### src/rtl/sub_serial.sv
// ----------------------------------------------------------------------------
// sub_serial
//
// Word-serial unsigned subtractor: D = (A - B - BI) mod 2^N, BO = borrow-out.
// The N-bit operands are consumed W bits per clock, least significant chunk
// first. The borrow between chunks travels through a register, so there is
// never a combinational path from one chunk to the next.
//
// Handshake: start is sampled only while idle. An accepted start latches A, B
// and BI. busy is high for the K = N/W cycles of the operation. done is a
// one-cycle pulse in the cycle after the last chunk, and D/BO are valid from
// then on. D and BO hold until the next operation completes. A start that
// arrives while busy is dropped; requests are not queued.
//
// Ports:
//   clk          clock, all state changes on the rising edge
//   rst          synchronous reset, active low
//   start        operation request (sampled in IDLE only)
//   A, B         N-bit minuend / subtrahend (sampled on accepted start)
//   BI           borrow-in (sampled on accepted start)
//   busy         high while chunks are being processed
//   done         one-cycle completion pulse
//   D            N-bit difference, held until the next completion
//   BO           borrow-out, held until the next completion
//   dbg_state_o  current FSM state (0 = IDLE, 1 = RUN)
// ----------------------------------------------------------------------------
module sub_serial #(
    parameter int N = 32,
    parameter int W = 8
) (
    input  logic         clk,
    input  logic         rst,
    input  logic         start,
    input  logic [N-1:0] A,
    input  logic [N-1:0] B,
    input  logic         BI,
    output logic         busy,
    output logic         done,
    output logic [N-1:0] D,
    output logic         BO,
    output logic         dbg_state_o
);

    localparam int K  = N / W;
    localparam int CW = (K > 1) ? $clog2(K) : 1;

    // Elaboration-time parameter check.
    if ((W < 1) || (W > N) || ((N % W) != 0)) begin : g_param_check
        $error("sub_serial: N must be a multiple of W and 1 <= W <= N");
    end

    typedef enum logic {
        S_IDLE = 1'b0,
        S_RUN  = 1'b1
    } state_t;

    state_t         state_q, state_d;
    logic [N-1:0]   a_q, a_d;
    logic [N-1:0]   b_q, b_d;
    logic [N-1:0]   r_q, r_d;
    logic [N-1:0]   d_q, d_d;
    logic [CW-1:0]  cnt_q, cnt_d;
    logic           borrow_q, borrow_d;
    logic           bo_q, bo_d;
    logic           done_q, done_d;

    // Chunk arithmetic: a - b - borrow computed as a + ~b + ~borrow.
    // A carry-out of 1 means the chunk did not need to borrow.
    logic [W:0]     chunk_sum;
    logic           borrow_nxt;
    logic [N-1:0]   r_shift;
    logic           last_chunk;

    assign chunk_sum  = {1'b0, a_q[W-1:0]} + {1'b0, ~b_q[W-1:0]} + {{W{1'b0}}, ~borrow_q};
    assign borrow_nxt = ~chunk_sum[W];
    assign last_chunk = (cnt_q == CW'(K - 1));

    // New chunk enters at the top; after K shifts chunk 0 sits at the bottom.
    if (W == N) begin : g_single_chunk
        assign r_shift = chunk_sum[W-1:0];
    end else begin : g_multi_chunk
        assign r_shift = {chunk_sum[W-1:0], r_q[N-1:W]};
    end

    // ------------------------------------------------------------------
    // State register
    // ------------------------------------------------------------------
    always_ff @(posedge clk) begin
        if (!rst) begin
            state_q <= S_IDLE;
        end else begin
            state_q <= state_d;
        end
    end

    // ------------------------------------------------------------------
    // Next-state logic
    // ------------------------------------------------------------------
    always_comb begin
        state_d = state_q;
        case (state_q)
            S_IDLE:  if (start)      state_d = S_RUN;
            S_RUN:   if (last_chunk) state_d = S_IDLE;
            default:                 state_d = S_IDLE;
        endcase
    end

    // ------------------------------------------------------------------
    // Output / datapath next-value logic
    // ------------------------------------------------------------------
    always_comb begin
        a_d      = a_q;
        b_d      = b_q;
        r_d      = r_q;
        d_d      = d_q;
        cnt_d    = cnt_q;
        borrow_d = borrow_q;
        bo_d     = bo_q;
        done_d   = 1'b0;
        case (state_q)
            S_IDLE: begin
                if (start) begin
                    a_d      = A;
                    b_d      = B;
                    borrow_d = BI;
                    cnt_d    = '0;
                end
            end
            S_RUN: begin
                a_d      = a_q >> W;
                b_d      = b_q >> W;
                r_d      = r_shift;
                borrow_d = borrow_nxt;
                if (last_chunk) begin
                    // D is written in one go so it never mixes old and new chunks.
                    d_d    = r_shift;
                    bo_d   = borrow_nxt;
                    done_d = 1'b1;
                end else begin
                    cnt_d = cnt_q + CW'(1);
                end
            end
            default: ;
        endcase
    end

    // ------------------------------------------------------------------
    // Datapath registers
    // ------------------------------------------------------------------
    always_ff @(posedge clk) begin
        if (!rst) begin
            a_q      <= '0;
            b_q      <= '0;
            r_q      <= '0;
            d_q      <= '0;
            cnt_q    <= '0;
            borrow_q <= 1'b0;
            bo_q     <= 1'b0;
            done_q   <= 1'b0;
        end else begin
            a_q      <= a_d;
            b_q      <= b_d;
            r_q      <= r_d;
            d_q      <= d_d;
            cnt_q    <= cnt_d;
            borrow_q <= borrow_d;
            bo_q     <= bo_d;
            done_q   <= done_d;
        end
    end

    assign busy        = (state_q == S_RUN);
    assign done        = done_q;
    assign D           = d_q;
    assign BO          = bo_q;
    assign dbg_state_o = state_q;

endmodule

### config.mk
export PLATFORM = sky130hd
export DESIGN_NAME = sub_serial
export DESIGN_NICKNAME = d
export VERILOG_FILES = /design/src/rtl/sub_serial.sv
export SDC_FILE = /design/constraint.sdc
export NUM_CORES = 1
export LEC_CHECK = 0
export ABC_AREA = 1
export BUFFER_PORTS_ARGS = -buffer_cell sky130_fd_sc_hd__buf_2
export CORE_UTILIZATION = 50
export DETAILED_ROUTE_END_ITERATION = 10
export PLACE_DENSITY = 0.74
export SLEW_MARGIN = 40
export SYNTH_ARGS = -nofsm -noshare
export SYNTH_HDL_FRONTEND = slang
export SYNTH_SLANG_ARGS = --single-unit
### constraint.sdc
create_clock -name clk -period 1.9 [get_ports clk]
set_input_delay 0.38 -clock clk [delete_from_list [all_inputs] [get_ports clk]]
set_output_delay 0.38 -clock clk [all_outputs]
set_load 0.1 [all_outputs]
==> impl_metrics.py <==
metrics = {
    "outcome": {
        "status": "finished clean",
    },
    "finish": {
        "areaGrowthSynthToFinish_pct": 22.4,
        "n_antenna_cell": 0,
        "drive_gt1_share_pct": 19.6,
        "fillers": 936,
        "final_core_util_pct": 63.9,
        "nets": 913,
    },
    "job": {
        "drv_cap": 0,
    },
    "global_route": {
        "antenna_found_initial": 0,
        "grt_pass1_vias": 4582,
        "overflow": 0,
        "grt_pass1_wl_um": 21300,
        "grt_start_max_net_pins": 54,
        "grtUsageTotal_pct": 23.8,
    },
    "sta": {
        "period_needed_ns": 1.84,
        "drv_slew": 0,
        "slew_headroom_pct": 65.7,
        "hold_viol": 0,
        "worst_slack_ns": 0.0639,
        "setup_viol": 0,
        "skew_ns": 0.00659,
        "max_freq_ghz": 0.545,
        "tightestPinTransition_ns": 0.515,
        "finalCritPeriodShare_pct": 96.6,
    },
    "yosys": {
        "syn_area_sq_um": 5440,
        "syn-num-nets": 825,
        "yosysTopAreaCellShare_pct": 46.4,
        "synth_flop_cell": "dfxtp_1",
        "synth_warnings": 0,
        "yosys_register_bits": 126,
        "yosysSeqAreaShare_pct": 46.4,
        "yosysMostFrequentCell": "nand2_1",
        "post-synth-top-area-cell": "dfxtp_1",
        "syn_inst": 747,
        "netlist_top_cells_count": "nand2_1 (151), dfxtp_1 (126), inv_1 (106)",
        "synth_edf_count": 0,
        "synth.area.top_cells": "dfxtp_1 (46%), nand2_1 (10%), nand3_1 (9.3%)",
        "avgSynthCellArea_sq_um": 7.28,
        "async_reset_ff_share_pct": 0,
        "synth.distinct_cells": 27,
    },
    "route": {
        "wire_per_inst_um": 13.2,
        "drc": 0,
        "ant_nets": 0,
        "drt_pass1_iterations": 5,
        "wl_met2_um": 6320,
        "via_per_inst": 5.13,
        "wl_um": 13000,
        "met1_length_um": 5730,
        "drt_iter0_drc": 268,
        "wl_met3_um": 690,
        "vias": 5036,
        "top_layer": "met4",
    },
    "clocking": {
        "post_cts_buffers": 0,
        "clk_path_buf_depth": 2,
        "clk_latency_ns": 0.50,
        "clock_sinks": 126,
        "cts.clk_slew.worst_paths_ns": 0.06,
        "cts_tree": "yes",
        "numCtsBuffers": 17,
        "htreeDepth": 4,
        "cts_root_buffer": "clkbuf_8",
        "cts_hold_buf": 0,
    },
    "die": {
        "num_rows": 37,
        "die_area_sq_um": 11300,
        "coreArea_sq_um": 10400,
        "die_x_um": 106,
        "fp.dieH_um": 106,
        "start_util_pct": 52.2,
        "ios": 104,
    },
    "worst_setup_path": {
        "slowest_stage": "fa_2",
        "worstPathArrival_ns": 2.24,
        "cp_max_fo": 4,
        "critical_path.most_common_cell": "nand2_2",
        "path_class": "reg -> reg",
        "crit_path_end_kind": "flop",
        "cpLargestDelayFamily": "adder cells",
        "crit_buf_inv": 2,
        "slowest_delay_ns": 0.39,
        "worstPathRequired_ns": 2.30,
        "cp-start-kind": "flop",
        "crit_chain": "inv_2, fa_2, fa_2, nand2_2, nand3_4, nand3_2, nand2_2, nand2_2, nand3_1, nand2_1, inv_1",
    },
    "power": {
        "p_leak_nw": 3.44,
        "p_total_mw": 6.70,
        "p_per_area_nw_per_um2": 1010,
        "peakVddDrop_v": 0.000535,
    },
    "placement": {
        "place_congestion": 0.921,
        "hpwlAfterDp_um": 8740,
        "place_ws_ns": -0.0442,
        "portBuffers": 103,
    },
    "hold_path": {
        "hold_path.class": "in -> reg",
    },
}
[through the flow]
step	cell area, sq um	hold WS [ns]	std cells	setup TNS [ns]
after global routing	6650	0.132	982	-0.0112
after CTS	6620	0.134	982	0
after floorplan	5440	0.428	747	0
after global placement	6060	0.441	952	0
final	6650	0.144	982	0
after detailed placement	6060	0.455	952	-0.0808
[sequential cells by signal, indices dropped and copies added, names as in the netlist]
| name | flops |
|---|---|
| b_q | 32 |
| busy | 1 |
| cnt_q | 2 |
| a_q | 32 |
| borrow_q | 1 |
| D | 32 |
| r_q | 24 |
| done | 1 |
| BO | 1 |
[placed cells by master (no fill, tap or decap), types with 4 or more instances in the layout]
cell type | Yosys | final
a211oi_1 | 4 | 4
a21oi_1 | 40 | 40
a22oi_1 | 16 | 16
buf_12 | 0 | 5
buf_2 | 23 | 101
buf_4 | 5 | 11
clkbuf_16 | 0 | 16
clkbuf_8 | 0 | 4
clkinv_2 | 0 | 6
dfxtp_1 | 126 | 123
ha_1 | 8 | 8
inv_1 | 106 | 105
inv_2 | 3 | 4
nand2_1 | 151 | 148
nand2_2 | 2 | 5
nand3_1 | 101 | 98
nor2_1 | 61 | 61
o211ai_1 | 6 | 6
o21ai_0 | 56 | 56
o21ai_1 | 4 | 4
o221ai_1 | 5 | 5
[cells by family (layout without fill, tap and decap cells)]
family	after synthesis	after routing	synth area share (%)
AND/OR/NAND/NOR	320	320	25.0
buffers and inverters	158	257	12.1
AO/OA/AOI/OAI	132	132	13.7
flip-flops	126	126	46.4
adder cells (fa/ha/maj)	10	10	2.58
XOR/XNOR	1	1	0.161
[worst reg2reg max path, delay by kind of cell, from the launching register on]
family / cells / cell delay (ns)
adders and majority gates: 2 / 0.77
and+or+nand+nor: 7 / 0.56
DFF: 1 / 0.33
buffers and inverters: 2 / 0.09
[worst paths after layout]
path / start / end / slack [ns] / depth (start not counted)
hold reg to reg: a_q[29]$_SDFFE_PN0P_ / a_q[29]$_SDFFE_PN0P_ / 0.46 / 2
hold / removal: A[28] / a_q[28]$_SDFFE_PN0P_ / 0.14 / 3
setup reg to reg: borrow_q$_SDFFE_PN0P_ / r_q[30]$_SDFFE_PN0P_ / 0.06 / 11
setup / recovery: borrow_q$_SDFFE_PN0P_ / r_q[30]$_SDFFE_PN0P_ / 0.06 / 11
[power by group]
group          internal, mW  total [mW]  switching [mW]
Clock                  1.94        3.00            1.06
Sequential             2.78        2.85          0.0728
Combinational         0.311       0.846           0.534
[final cells by class]
type                    count  area (sq um)  area share, %
inverters                 109           409           6.15
clock buffers              22           463           6.96
repair buffers            118           699           10.5
flip-flops and latches    126          2530           38.0
multi-input cells         463          2290           34.5
well taps                 136           170           2.56
clock inverters             8          90.1           1.35
[per-layer routing]
metal	vias up	global-route usage, %
met1	2309	29.4
met3	17	5.64
met5	-	0
met4	0	7.74
li1	2568	-
met2	142	40.5
[timing repair]
| item | 4_1_cts | 5_1_grt |
|---|---|---|
| pin swaps | 0 | 5 |
| resized for setup | 4 | 10 |
| cloned | 0 | 0 |
| endpoints found under the setup margin | 6 | 4 |
(Power assumes the default switching activity.)
